<file path="config.mk">
export PLATFORM = sky130hd
export DESIGN_NAME = comm_arbiter
export DESIGN_NICKNAME = d
export VERILOG_FILES = /design/src/rtl/comm_pkg.sv /design/src/rtl/cmd_slot.sv /design/src/rtl/comm_arbiter.sv
export SDC_FILE = /design/constraint.sdc
export NUM_CORES = 1
export LEC_CHECK = 0
export CORE_ASPECT_RATIO = 1.75
export CORE_UTILIZATION = 40
export DETAILED_ROUTE_END_ITERATION = 7
export PLACE_DENSITY_LB_ADDON = 0.1
export SLEW_MARGIN = 20
export SYNTH_ARGS = -nofsm -noshare
export SYNTH_HDL_FRONTEND = slang
export SYNTH_HIERARCHICAL = 1
export SYNTH_SLANG_ARGS = --single-unit
</file>
<file path="constraint.sdc">
create_clock -name clk -period 4 [get_ports clk]
set_clock_uncertainty 0.2 [all_clocks]
set_input_delay 1 -clock clk [delete_from_list [all_inputs] [get_ports clk]]
set_output_delay 1 -clock clk [all_outputs]
set_load 0.03 [all_outputs]
</file>
<file path="src/rtl/comm_pkg.sv">
// Shared definitions for the two-requester command arbiter.
//   arb_state_t : arbiter FSM state encoding
//   NUM_REQ     : number of requester slots
//   CNT_W       : width of the response-wait counter
package comm_pkg;

  localparam int NUM_REQ = 2;
  localparam int CNT_W   = 20;

  typedef enum logic [1:0] {
    ST_IDLE = 2'd0,
    ST_SEND = 2'd1,
    ST_WAIT = 2'd2
  } arb_state_t;

endpackage

</file>
<file path="src/rtl/cmd_slot.sv">
// Per-requester capture slot: holds one pending command until the arbiter
// takes it.
//   clk, rst_n : clock, async active-low reset
//   req        : one-cycle request pulse
//   cmd, data  : command byte / data word sampled with req
//   clear      : arbiter has granted this slot; drop the pending flag
//   active     : this slot's command currently owns the arbiter
//   pending    : a captured command is waiting for grant
//   busy       : pending or in flight; new requests are ignored while high
//   cmd_q      : latched command byte
//   data_q     : latched data word
module cmd_slot (
  input  logic        clk,
  input  logic        rst_n,
  input  logic        req,
  input  logic [7:0]  cmd,
  input  logic [15:0] data,
  input  logic        clear,
  input  logic        active,
  output logic        pending,
  output logic        busy,
  output logic [7:0]  cmd_q,
  output logic [15:0] data_q
);

  assign busy = pending | active;

  // clear only ever arrives while pending is set, so busy already blocks req
  always_ff @(posedge clk or negedge rst_n) begin
    if (!rst_n) begin
      pending <= 1'b0;
      cmd_q   <= '0;
      data_q  <= '0;
    end else if (clear) begin
      pending <= 1'b0;
    end else if (req && !busy) begin
      pending <= 1'b1;
      cmd_q   <= cmd;
      data_q  <= data;
    end
  end

endmodule

</file>
<file path="src/rtl/comm_arbiter.sv">
// Two-requester arbiter in front of a command master. Each requester posts
// one command into its slot; the arbiter grants round-robin, issues a
// one-cycle frame request, and waits for a response byte or a timeout.
//   clk, rst_n          : clock, async active-low reset
//   req0/1, cmd0/1,
//   data0/1             : requester command pulses and payloads
//   busy0/1             : requester has a pending or in-flight command
//   done0/1, err0/1     : completion pulse / timeout flag (registered)
//   resp0/1             : response byte, held until that requester's next done
//   snd_cmd, cmd, data  : frame request to the command master
//   resp, resp_rdy      : response byte and its valid strobe
//
// state   | meaning
// IDLE    | no transaction; grant a pending slot if any
// SEND    | snd_cmd high for one cycle with owner's cmd/data
// WAIT    | counting cycles for resp_rdy or timeout
module comm_arbiter
  import comm_pkg::*;
#(
  parameter int TIMEOUT = 1_000_000
) (
  input  logic        clk,
  input  logic        rst_n,
  input  logic        req0,
  input  logic [7:0]  cmd0,
  input  logic [15:0] data0,
  input  logic        req1,
  input  logic [7:0]  cmd1,
  input  logic [15:0] data1,
  output logic        busy0,
  output logic        busy1,
  output logic        done0,
  output logic        done1,
  output logic        err0,
  output logic        err1,
  output logic [7:0]  resp0,
  output logic [7:0]  resp1,
  output logic        snd_cmd,
  output logic [7:0]  cmd,
  output logic [15:0] data,
  input  logic [7:0]  resp,
  input  logic        resp_rdy
);

  localparam logic [CNT_W-1:0] TO_LAST = CNT_W'(TIMEOUT - 1);

  arb_state_t                   state, state_nxt;
  logic                         owner, last_grant;
  logic [CNT_W-1:0]             cnt;
  logic [NUM_REQ-1:0]           pending, busy, clear, active;
  logic [NUM_REQ-1:0][7:0]      slot_cmd;
  logic [NUM_REQ-1:0][15:0]     slot_data;
  logic [NUM_REQ-1:0]           done_q, err_q;
  logic [NUM_REQ-1:0][7:0]      resp_q;
  logic                         grant, grant_id, finish, timeout;

  assign active[0] = (owner == 1'b0) && (state != ST_IDLE);
  assign active[1] = (owner == 1'b1) && (state != ST_IDLE);
  assign clear[0]  = grant && (grant_id == 1'b0);
  assign clear[1]  = grant && (grant_id == 1'b1);

  cmd_slot u_slot0 (
    .clk(clk), .rst_n(rst_n), .req(req0), .cmd(cmd0), .data(data0),
    .clear(clear[0]), .active(active[0]), .pending(pending[0]),
    .busy(busy[0]), .cmd_q(slot_cmd[0]), .data_q(slot_data[0])
  );

  cmd_slot u_slot1 (
    .clk(clk), .rst_n(rst_n), .req(req1), .cmd(cmd1), .data(data1),
    .clear(clear[1]), .active(active[1]), .pending(pending[1]),
    .busy(busy[1]), .cmd_q(slot_cmd[1]), .data_q(slot_data[1])
  );

  always_ff @(posedge clk or negedge rst_n) begin
    if (!rst_n) state <= ST_IDLE;
    else        state <= state_nxt;
  end

  always_comb begin
    state_nxt = state;
    grant     = 1'b0;
    grant_id  = owner;
    finish    = 1'b0;
    timeout   = 1'b0;
    case (state)
      ST_IDLE: begin
        if (|pending) begin
          grant     = 1'b1;
          // on a tie the requester that was not granted last goes first
          grant_id  = (&pending) ? ~last_grant : pending[1];
          state_nxt = ST_SEND;
        end
      end
      ST_SEND: state_nxt = ST_WAIT;
      ST_WAIT: begin
        // a response arriving on the final count still counts as success
        if (resp_rdy) begin
          finish    = 1'b1;
          state_nxt = ST_IDLE;
        end else if (cnt == TO_LAST) begin
          finish    = 1'b1;
          timeout   = 1'b1;
          state_nxt = ST_IDLE;
        end
      end
      default: state_nxt = ST_IDLE;
    endcase
  end

  always_ff @(posedge clk or negedge rst_n) begin
    if (!rst_n) begin
      owner      <= 1'b0;
      last_grant <= 1'b1;
      cnt        <= '0;
      cmd        <= '0;
      data       <= '0;
      done_q     <= '0;
      err_q      <= '0;
      resp_q     <= '0;
    end else begin
      done_q <= '0;
      err_q  <= '0;
      if (grant) begin
        owner      <= grant_id;
        last_grant <= grant_id;
        cmd        <= slot_cmd[grant_id];
        data       <= slot_data[grant_id];
      end
      if (state == ST_SEND)      cnt <= '0;
      else if (state == ST_WAIT) cnt <= cnt + 1'b1;
      if (finish) begin
        done_q[owner] <= 1'b1;
        err_q[owner]  <= timeout;
        resp_q[owner] <= timeout ? 8'h00 : resp;
      end
    end
  end

  assign snd_cmd = (state == ST_SEND);
  assign busy0   = busy[0];
  assign busy1   = busy[1];
  assign done0   = done_q[0];
  assign done1   = done_q[1];
  assign err0    = err_q[0];
  assign err1    = err_q[1];
  assign resp0   = resp_q[0];
  assign resp1   = resp_q[1];

endmodule

</file>
# After elaboration in Yosys (flattened, before gate mapping)
# Cells that the tools add are included.
# W data, S select, Z words.
dict set report word_totals {
  reg_bits 118
  input_bits 61
  out_inout_bits 47
  wordCells 84
}
dict set report op_classes {
  addsub 1
  n_lt_le_gt_ge 3
  n_eq_ne 5
  n_mux 32
  bitwise 8
  n_reduce_logical 19
}
# operator count
set ops {}
lappend ops {{$mux W20} 2}
lappend ops {{$mux W16} 2}
lappend ops {{$mux W8} 4}
lappend ops {{$add A20 B1 Y20 const B} 1}
lappend ops {{$eq A20 B20 Y1 const B} 1}
lappend ops {{$bwmux W16} 1}
lappend ops {{$mux W1} 15}
lappend ops {{$mux W2} 5}
lappend ops {{$demux W8 S1} 1}
lappend ops {{$reduce_and A2 Y1} 4}
lappend ops {{$reduce_bool A2 Y1} 4}
lappend ops {{$logic_and A1 B1 Y1} 7}
lappend ops {{$pmux W2 S3} 1}
lappend ops {{$not A1 Y1} 5}
lappend ops {{$lt A1 B2 Y1 const B} 2}
lappend ops {{$ne A3 B3 Y1 const B} 1}
lappend ops {{$and A2 B2 Y2} 1}
lappend ops {{$eq A2 B1 Y1 const B} 1}
lappend ops {{$eq A2 B2 Y1 const B} 1}
lappend ops {{$logic_not A1 Y1} 2}
lappend ops {{$logic_not A2 Y1} 1}
lappend ops {{$ne A2 B2 Y1 const B} 1}
lappend ops {{$or A1 B1 Y1} 2}
lappend ops {{$reduce_or A2 Y1} 1}
lappend ops {{2 further kinds} 2}

# Longest topological paths before layout
# Gate-level depths: netlist of run 1.
dict set report depth {
  word_depth 8
  depth_mapped 9
  ltp_nobuf 7
}

# Cells and area by module
# Netlist of run 1, hierarchy kept.
# module n_inst cells_per_inst area_each_um2 seq_area_each_um2
set by_module_without_submodules {}
lappend by_module_without_submodules {comm_arbiter 1 260 2935.3 1702.9}
lappend by_module_without_submodules {cmd_slot 2 56 963.4 625.6}

# Worst setup path before layout of run 1
# No wires, ideal clock.
dict set report synth_timing {
  path_type {register -> output}
  startpoint {register state[0]}
  endpoint {output busy1}
  arrival_ns 1.277
  required_time_ns 2.800
  setup_slack_ns 1.523
  path_stages_with_launch 6
  path_buffers 1
  path_cell_list {dfrtp_1 -> inv_1 -> ha_1 -> clkbuf_1 -> nor2b_1 -> or2_2}
}
dict set report synth_via {
  elab_chain_len 3
}
# item line
set synth_rtl {}
lappend synth_rtl {{start, declared} comm_arbiter.sv:47} ;# arb_state_t state, state_nxt;
lappend synth_rtl {{start signal, assigned} comm_arbiter.sv:76} ;# else state <= state_nxt;
lappend synth_rtl {{$reduce_bool A2 Y1} comm_arbiter.sv:58} ;# assign active[1] = (owner == 1'b1) && (state != ST_IDLE);
lappend synth_rtl {{$logic_and A1 B1 Y1} comm_arbiter.sv:58}
lappend synth_rtl {{net active[1]} comm_arbiter.sv:50} ;# logic [NUM_REQ-1:0] pending, busy, clear, active;
lappend synth_rtl {{$or A1 B1 Y1} cmd_slot.sv:26} ;# assign busy = pending | active;
lappend synth_rtl {{end, declared} comm_arbiter.sv:31} ;# output logic busy1,
# The timed path passes the listed nets, and every way through them passes these cells.

# Worst setup path after layout of run 1
# Same ends and word-level chain as after synthesis.

==> results of run 1 <==
## flip-flops by register name, summed over array words and instances, names as in the netlist
register / count
cnt: 20
data: 16
u_slot0/data_q: 16
u_slot1/data_q: 16
cmd: 8
resp0: 8
resp1: 8
u_slot0/cmd_q: 8
u_slot1/cmd_q: 8
done_q: 2
err_q: 2
state: 2
last_grant: 1
owner: 1
u_slot0/pending: 1
u_slot1/pending: 1
## cells in the final DEF, fill, tap and decap left out, types with 2 or more instances in the layout
master / netlist / final
dfrtp_1: 117 / 117
mux2_2: 47 / 47
o21ai_0: 5 / 5
clkdlybuf4s50_1: 0 / 106
and2_1: 4 / 4
nor2_1: 21 / 21
nand4b_1: 2 / 2
xor2_1: 13 / 13
and3_1: 9 / 9
a21oi_2: 0 / 2
ha_1: 4 / 4
mux2_1: 2 / 2
nor2b_1: 2 / 2
a222oi_1: 24 / 24
xnor2_1: 2 / 2
or2_2: 2 / 2
nor4_1: 2 / 2
nand3_1: 6 / 6
nand4_1: 5 / 5
clkinv_4: 0 / 3
nor4b_4: 2 / 2
nand2_1: 11 / 11
nand2b_1: 5 / 5
a21oi_1: 8 / 6
a22o_1: 17 / 17
bufinv_16: 0 / 2
inv_1: 33 / 33
clkinvlp_4: 0 / 2
clkbuf_16: 0 / 17
buf_4: 0 / 6
clkinv_2: 0 / 4
## worst register-to-register path: stages (launching register included)
cell     delay (ns)
dfrtp_1        0.37
inv_1          0.07
ha_1           0.29
nand2_1        0.13
a21oi_2        0.03
buf_4          0.25
nor4b_4        0.30
buf_4          0.38
mux2_2         0.40
## through the flow
| stage | total power (uW) | area (sq um) |
|---|---|---|
| floorplan | 3440 | 4860 |
| global route | 5990 | 6640 |
| detailed placement | 4260 | 6060 |
| global placement | 4210 | 6060 |
| CTS | 5760 | 6640 |
| finish | 5680 | 6640 |
## area by class of cell
class                   instances  area [sq um]  share of cell area
multi-input cells             203          1690               0.255
well taps                     135           169              0.0255
repair buffers                113          1130               0.170
clock inverters                12           130              0.0196
flip-flops and latches        118          2950               0.445
clock buffers                  19           443              0.0668
inverters                      33           124              0.0187
## metal layers
metal,vias to the layer above,routed length [um],GRT usage
met5,-,0,0
met1,1729,4470,0.223
met4,0,78,0.0633
met3,6,462,0.0503
li1,1564,-,-
met2,93,5890,0.313
## power by group
part	total [uW]	internal [uW]	leakage [uW]	switching, uW
sequential	2010	1700	0.00147	308
clock	1460	929	0.000279	530
combinational	2210	1040	0.00127	1170
total	5680	3670	0.00302	2010
## worst paths after layout
kind	from	endpoint	slack [ns]	depth (start not counted)
worst max-delay path	state[0]	busy1	0.57	5
worst min register to register	u_slot1/cmd_q[7]	cmd[7]	0.29	2
worst min-delay path	u_slot1/cmd_q[7]	cmd[7]	0.29	2
max in group asynchronous	rst_n	data[2]	2.44	2
worst max register to register	state[0]	u_slot1/data_q[2]	1.45	8
min in group asynchronous	rst_n	u_slot1/pending	0.34	1
## kinds of logic (layout without fill, tap and decap cells)
family	count (synthesis)	in the layout	share of synthesized area
mux	50	50	0.116
fa+ha+maj	4	4	0.0103
xor+xnor	15	15	0.0270
buf+inv	51	177	0.0473
flops	118	118	0.608
compound gates	59	59	0.101
simple gates	75	75	0.0908
==> results.json, run 1 <==
{
  "period_share": 0.859,
  "drv_cap": 0,
  "hold_buffers": 0,
  "max-slew-margin-rel": 0.632,
  "first_pass_iters": 5,
  "crit_path_cell_trace": "inv_1 -> ha_1 -> nor2b_1 -> or2_2 -> clkdlybuf4s50_1",
  "place_congestion": 0.749,
  "cts_tree": "done",
  "final-instance-count-excl-fill": 633,
  "antenna_found_initial": 0,
  "setup_tns_ns": 0,
  "final_util": 0.567,
  "dp_hpwl_um": 7140,
  "synth_cells": 372,
  "area_delta_synth_final_pct": 36.5,
  "whs_ns": 0.288,
  "drive_above_1_share": 0.189,
  "dp_slack_ns": 0.996,
  "grt_setup_unrepaired": "no",
  "synth.most_common_cell": "dfrtp_1",
  "synthesis.nets": 437,
  "antenna_left": 0,
  "hold_violations": 0,
  "clkTransAtPathRegs_ns": 0.05,
  "worst-path-buf-inv": 2,
  "cts_buffers": 17,
  "dp_cells": 602,
  "vdd_ir_drop_max_mv": 0.398,
  "chipWidth_um": 85.3,
  "min_period_ns": 3.43,
  "port_buffers": 107,
  "status": "complete, no violations",
  "cts.sinks": 118,
  "synth_area_sq_mm": 0.00486,
  "grt_pass1_wl_um": 17900,
  "io_pins": 108,
  "cts_resized": 0,
  "ys.flop_type": "dfrtp_1",
  "synth_largest_area_cell": "dfrtp_1",
  "totalWireLength_um": 10900,
  "cp-end-kind": "primary output",
  "initial_utilization": 0.415,
  "p_leak_uw": 0.00302,
  "yosysTopAreaCellShare": 0.602,
  "clockBufferDepth": 2,
  "die_area_sq_mm": 0.0126,
  "drtIter0Drc": 254,
  "htree_levels": 4,
  "drc": 0,
  "num_vias": 3392,
  "p_per_area_mw_per_mm2": 856,
  "post_cts_buffers": 0,
  "core_area_sq_mm": 0.0117,
  "avgSynthCellArea_sq_um": 13.1,
  "grt_pass1_vias": 3586,
  "grt_overflow": 0,
  "arrival_ns": 2.23,
  "timing.final.ws_setup_ns": 0.566,
  "cts_root_buffer": "clkbuf_16",
  "worst_pin_slew_ns": 0.552,
  "slowest_delay_ns": 0.66,
  "antenna_cells": 0,
  "clk_latency_ns": 0.40,
  "grt_max_degree": 87,
  "required_ns": 2.80,
  "ys_ff_latch": 118,
  "wire_per_inst_um": 17.2,
  "grt_usage": 0.184,
  "critPathTopFamily": "buffers and inverters",
  "async_flop_share": 1.00,
  "max_freq_mhz": 291,
  "slowest_stage": "clkdlybuf4s50_1",
  "nNetsFinal": 551,
  "synth_cell_type_count": 38,
  "synth_warnings": 6,
  "die_h_um": 148,
  "slew_violations": 0,
  "critical_path_peak_fanout": 8,
  "critPathKind": "reg -> out",
  "holdCritPathClass": "reg -> reg",
  "ys_seq_area_frac": 0.608,
  "synth-edff-count": 0,
  "worstSetupStartpointType": "flop",
  "setup_viol": 0,
  "synth_area_leaders": "dfrtp_1, mux2_2, a222oi_1, a22o_1, inv_1",
  "via_per_inst": 5.36,
  "synthTopCellsByCount": "dfrtp_1, mux2_2, inv_1, a222oi_1, nor2_1",
  "nFillCells": 985,
  "rows": 52
}
Note: power is estimated with default switching activity, not from simulation.
==> run 2, diff against run 1 <==
--- a/config.mk
+++ b/config.mk
@@ -5,7 +5,6 @@
 export SDC_FILE = /design/constraint.sdc
 export NUM_CORES = 1
 export LEC_CHECK = 0
-export CORE_ASPECT_RATIO = 1.75
 export CORE_UTILIZATION = 40
 export DETAILED_ROUTE_END_ITERATION = 7
 export PLACE_DENSITY_LB_ADDON = 0.1
==> run 2 against run 1 <==
Effect of this change: the run now ends with DRC left; combinational power about the same; clock power increased by 8%; maximum frequency decreased by 1.7%; die area decreased by 0.14%; critical path type unchanged; sequential power about the same; largest power group unchanged; first-iteration DRC count increased by 24%; sequential cell count unchanged; sequential share of layout area decreased by 0.42 points; non-clock buffer count increased by 2.
==> results.json, run 2 (synthesis gave the netlist of run 1 again) <==
{
  "grt_overflow": 0,
  "r2r_slack_ns": 1.63,
  "die_area_sq_mm": 0.0126,
  "antenna_cells": 0,
  "post_cts_buffers": 0,
  "dp_cells": 612,
  "setup_viol": 0,
  "die_h_um": 112,
  "critPathKind": "reg -> out",
  "grt_pass1_wl_um": 18100,
  "final_common_cell": "dfrtp_1",
  "worst_pin_slew_ns": 0.757,
  "place_congestion": 0.730,
  "hold_buffers": 0,
  "worstSetupStartpointType": "flop",
  "required_ns": 2.80,
  "largest_reg_flops": 20,
  "chipWidth_um": 112,
  "grt_usage": 0.188,
  "status": "complete, but fails checks",
  "p_leak_uw": 0.00306,
  "initial_utilization": 0.419,
  "critical_path_peak_fanout": 8,
  "cts_root_buffer": "clkbuf_16",
  "totalWireLength_um": 10900,
  "cp-end-kind": "primary output",
  "area_delta_synth_final_pct": 37.8,
  "grt_max_degree": 84,
  "grt_setup_unrepaired": "no",
  "drtIter0Drc": 316,
  "clkTransAtPathRegs_ns": 0.05,
  "max_freq_mhz": 286,
  "violations": "DRC",
  "period_share": 0.873,
  "dp_hpwl_um": 6840,
  "antenna_left": 0,
  "cts.sinks": 118,
  "io_pins": 108,
  "setup_tns_ns": 0,
  "slew_violations": 0,
  "rows": 39,
  "max-slew-margin-rel": 0.496,
  "drive_above_1_share": 0.192,
  "htree_levels": 4,
  "hold_violations": 0,
  "port_buffers": 107,
  "num_vias": 3413,
  "arrival_ns": 2.29,
  "wire_per_inst_um": 17.0,
  "drc": 6,
  "cts_tree": "done",
  "clk_latency_ns": 0.41,
  "min_period_ns": 3.49,
  "grt_pass1_vias": 3546,
  "p_per_area_mw_per_mm2": 866,
  "cts_buffers": 17,
  "clockBufferDepth": 2,
  "first_pass_iters": 8,
  "most-common-layout-cells": "dfrtp_1, clkdlybuf4s50_1, mux2_2",
  "nNetsFinal": 553,
  "drv_cap": 0,
  "antenna_found_initial": 0,
  "top_register": "cnt",
  "cts_resized": 0,
  "core_area_sq_mm": 0.0116,
  "final-instance-count-excl-fill": 644,
  "vdd_ir_drop_max_mv": 0.585,
  "holdCritPathClass": "reg -> reg",
  "via_per_inst": 5.30
}
[run 2: cell types whose count changed in the layout (fill, tap and decap cells not counted), sizes merged]
cell,previous run,this run
clkinvlp,2,0
inv,34,33
buf,7,9
clkinv,7,5
clkbuf,19,24
bufinv,2,3
[run 2: worst paths after layout]
| kind | start | endpoint | depth (start not counted) |
|---|---|---|---|
| worst max-delay path | state[0] | busy1 | 5 |
| worst min-delay path | u_slot1/data_q[5] | data[5] | 2 |
| worst max register to register | cnt[6] | resp0[5] | 5 |
| worst min register to register | u_slot1/data_q[5] | data[5] | 2 |
| max in group asynchronous | rst_n | data[3] | 2 |
| min in group asynchronous | rst_n | cnt[1] | 1 |
[run 2: metrics by stage]
step                      hold slack, ns  cell area, sq um  setup slack [ns]   util  total power [uW]
after global placement             0.266              6070             0.990  0.523              4200
final                              0.283              6700             0.507  0.577              5800
after detailed placement           0.273              6070             0.935  0.523              4260
after floorplan                    0.252              4860              1.52      -              3440
after global routing               0.305              6700             0.391  0.577              6120
after CTS                          0.286              6700             0.481  0.576              5860
[run 2: report_power, final]
part	internal (uW)	leakage, uW	switching [uW]
Sequential	1700	0.00147	306
Clock	1060	0.000310	517
Combinational	1040	0.00127	1170
[run 2: area by class of cell]
class                   instances  area (sq um)
fillers                      1008          4910
flip-flops and latches        118          2950
multi-input cells             203          1690
repair buffers                115          1130
clock buffers                  24           502
well taps                     143           179
inverters                      33           124
clock inverters                 8           119
[run 2: routing by layer]
| layer | GRT usage | vias up | share of wire |
|---|---|---|---|
| met2 | 0.302 | 101 | 0.48 |
| met5 | 0 | - | 0 |
| met4 | 0.0747 | 0 | 0.013 |
| met3 | 0.0648 | 12 | 0.067 |
| li1 | - | 1575 | - |
| met1 | 0.232 | 1725 | 0.44 |
[run 2: critical path, stage by stage, from the launching register on]
cell             delay [ns]
dfrtp_1                0.37
inv_1                  0.07
ha_1                   0.30
nor2b_1                0.31
or2_2                  0.17
clkdlybuf4s50_1        0.66
==> run 3, diff against run 2 <==
--- a/config.mk
+++ b/config.mk
@@ -5,8 +5,10 @@
 export SDC_FILE = /design/constraint.sdc
 export NUM_CORES = 1
 export LEC_CHECK = 0
-export CORE_UTILIZATION = 40
+export CORE_MARGIN = 8
+export CORE_UTILIZATION = 54
 export DETAILED_ROUTE_END_ITERATION = 7
+export GPL_TIMING_DRIVEN = 0
 export PLACE_DENSITY_LB_ADDON = 0.1
 export SLEW_MARGIN = 20
 export SYNTH_ARGS = -nofsm -noshare
==> run 3 against run 2 <==
Effect of this change: the run still ends with DRC left; clock-buffer cell count is 6 lower; via count up 3.8%; setup slack got worse by 0.23 ns; sequential cell count stayed put; global-route usage is 1.0 points higher; combinational power increased by 4%; utilization up 20 points; critical path type unchanged; largest cell class unchanged; largest power group unchanged.
==> results.json, run 3 (synthesis gave the netlist of run 1 again) <==
{
  "port_buffers": 107,
  "slowest_delay_ns": 0.67,
  "cts_resized": 0,
  "dp_hpwl_um": 7950,
  "drtIter0Drc": 268,
  "die_h_um": 111,
  "vdd_ir_drop_max_mv": 0.450,
  "via_per_inst": 5.71,
  "nNetsFinal": 564,
  "io_pins": 108,
  "violations": "DRC",
  "clk_latency_ns": 0.50,
  "post_cts_buffers": 0,
  "cts_buffers": 17,
  "dp_slack_ns": 0.821,
  "setup_viol": 0,
  "wire_per_inst_um": 19.1,
  "clkTransAtPathRegs_ns": 0.06,
  "slowest_stage": "clkdlybuf4s50_1",
  "critPathKind": "reg -> out",
  "drv_cap": 0,
  "crit_path_cell_trace": "inv_1 -> ha_1 -> clkbuf_1 -> nor2b_1 -> or2_2 -> clkdlybuf4s50_1",
  "cts.sinks": 118,
  "cts_tree": "done",
  "fin_area_sq_mm": 0.00675,
  "place_congestion": 0.774,
  "core_area_sq_mm": 0.00872,
  "critical_path_peak_fanout": 8,
  "place_area_sq_mm": 0.00610,
  "drc": 2,
  "status": "complete, but fails checks",
  "antenna_found_initial": 0,
  "initial_utilization": 0.558,
  "most-common-layout-cells": "dfrtp_1, clkdlybuf4s50_1, mux2_2",
  "final-instance-count-excl-fill": 620,
  "ff2ff_path_depth": 9,
  "grt_max_degree": 74,
  "required_ns": 2.80,
  "dp_cells": 588,
  "die_area_sq_mm": 0.0123,
  "num_vias": 3541,
  "max_freq_mhz": 269,
  "total_power_uw": 5960,
  "clockBufferDepth": 2,
  "grt_overflow": 0,
  "worst_pin_slew_ns": 0.774,
  "htree_levels": 4,
  "p_leak_uw": 0.00308,
  "min_period_ns": 3.72,
  "arrival_ns": 2.52,
  "grt_pass1_vias": 3907,
  "antenna_left": 0,
  "grt_setup_unrepaired": "no",
  "timing.final.ws_setup_ns": 0.278,
  "rows": 34,
  "slew_violations": 0,
  "chipWidth_um": 111,
  "holdCritPathClass": "in -> async",
  "totalWireLength_um": 11900,
  "cp-end-kind": "primary output",
  "first_pass_iters": 8,
  "grt_pass1_wl_um": 19700,
  "period_share": 0.930,
  "antenna_cells": 0,
  "hold_buffers": 0,
  "max-slew-margin-rel": 0.484,
  "grt_usage": 0.198,
  "cts_root_buffer": "clkbuf_8",
  "top_register": "cnt",
  "p_per_area_mw_per_mm2": 884,
  "worstSetupStartpointType": "flop",
  "final_util": 0.774,
  "drive_above_1_share": 0.184,
  "final_common_cell": "dfrtp_1",
  "hold_violations": 0,
  "nFillCells": 538,
  "largest_reg_flops": 20,
  "area_delta_synth_final_pct": 38.8
}
## run 3: changes by cell type in the layout (fill, tap and decap cells not counted), sizes merged
cell      change
clkinv        -1
clkinvlp      +2
buf           +1
bufinv        +2
clkbuf        +4
inv           +3
## run 3: power breakdown
group | total (uW) | leakage [uW] | internal, uW | switching (uW)
clock network | 1650 | 0.000312 | 1100 | 547
logic | 2290 | 0.00130 | 1060 | 1230
registers | 2030 | 0.00147 | 1700 | 326
## run 3: cell type report
type,instances,area (sq um),share of cell area
repair buffers,108,1100,0.163
flip-flops and latches,118,2950,0.438
multi-input cells,203,1680,0.249
clock inverters,14,223,0.0330
inverters,33,124,0.0184
plain buffers,18,106,0.0158
clock buffers,18,428,0.0634
well taps,108,135,0.0200
## run 3: worst paths after layout
kind,from,end,slack (ns)
max in group asynchronous,rst_n,last_grant,2.67
min,rst_n,cnt[2],0.21
max reg2reg,state[0],u_slot1/cmd_q[7],0.89
min reg2reg,u_slot1/cmd_q[1],cmd[1],0.29
min in group clk,u_slot1/cmd_q[1],cmd[1],0.29
max,state[0],busy1,0.28
## run 3: critical path: cells and delay by family, from the launching register on
family	cells	cell delay [ns]
adders and majority gates	1	0.21
buffers and inverters	3	0.93
DFF	1	0.37
and+or+nand+nor	2	0.51
## run 3: metrics by stage
stage               hold slack [ns]  setup TNS [ns]
finish                        0.215               0
global route                  0.228               0
CTS                           0.213               0
detailed placement            0.274               0
global placement              0.264         -308.46
floorplan                     0.252               0
## run 3: metal layers
metal	wire (um)	vias to the layer above	global-route usage
met5	0	-	0
met4	125	0	0.0766
met3	841	10	0.0671
met2	6150	132	0.332
met1	4750	1799	0.226
li1	-	1600	-
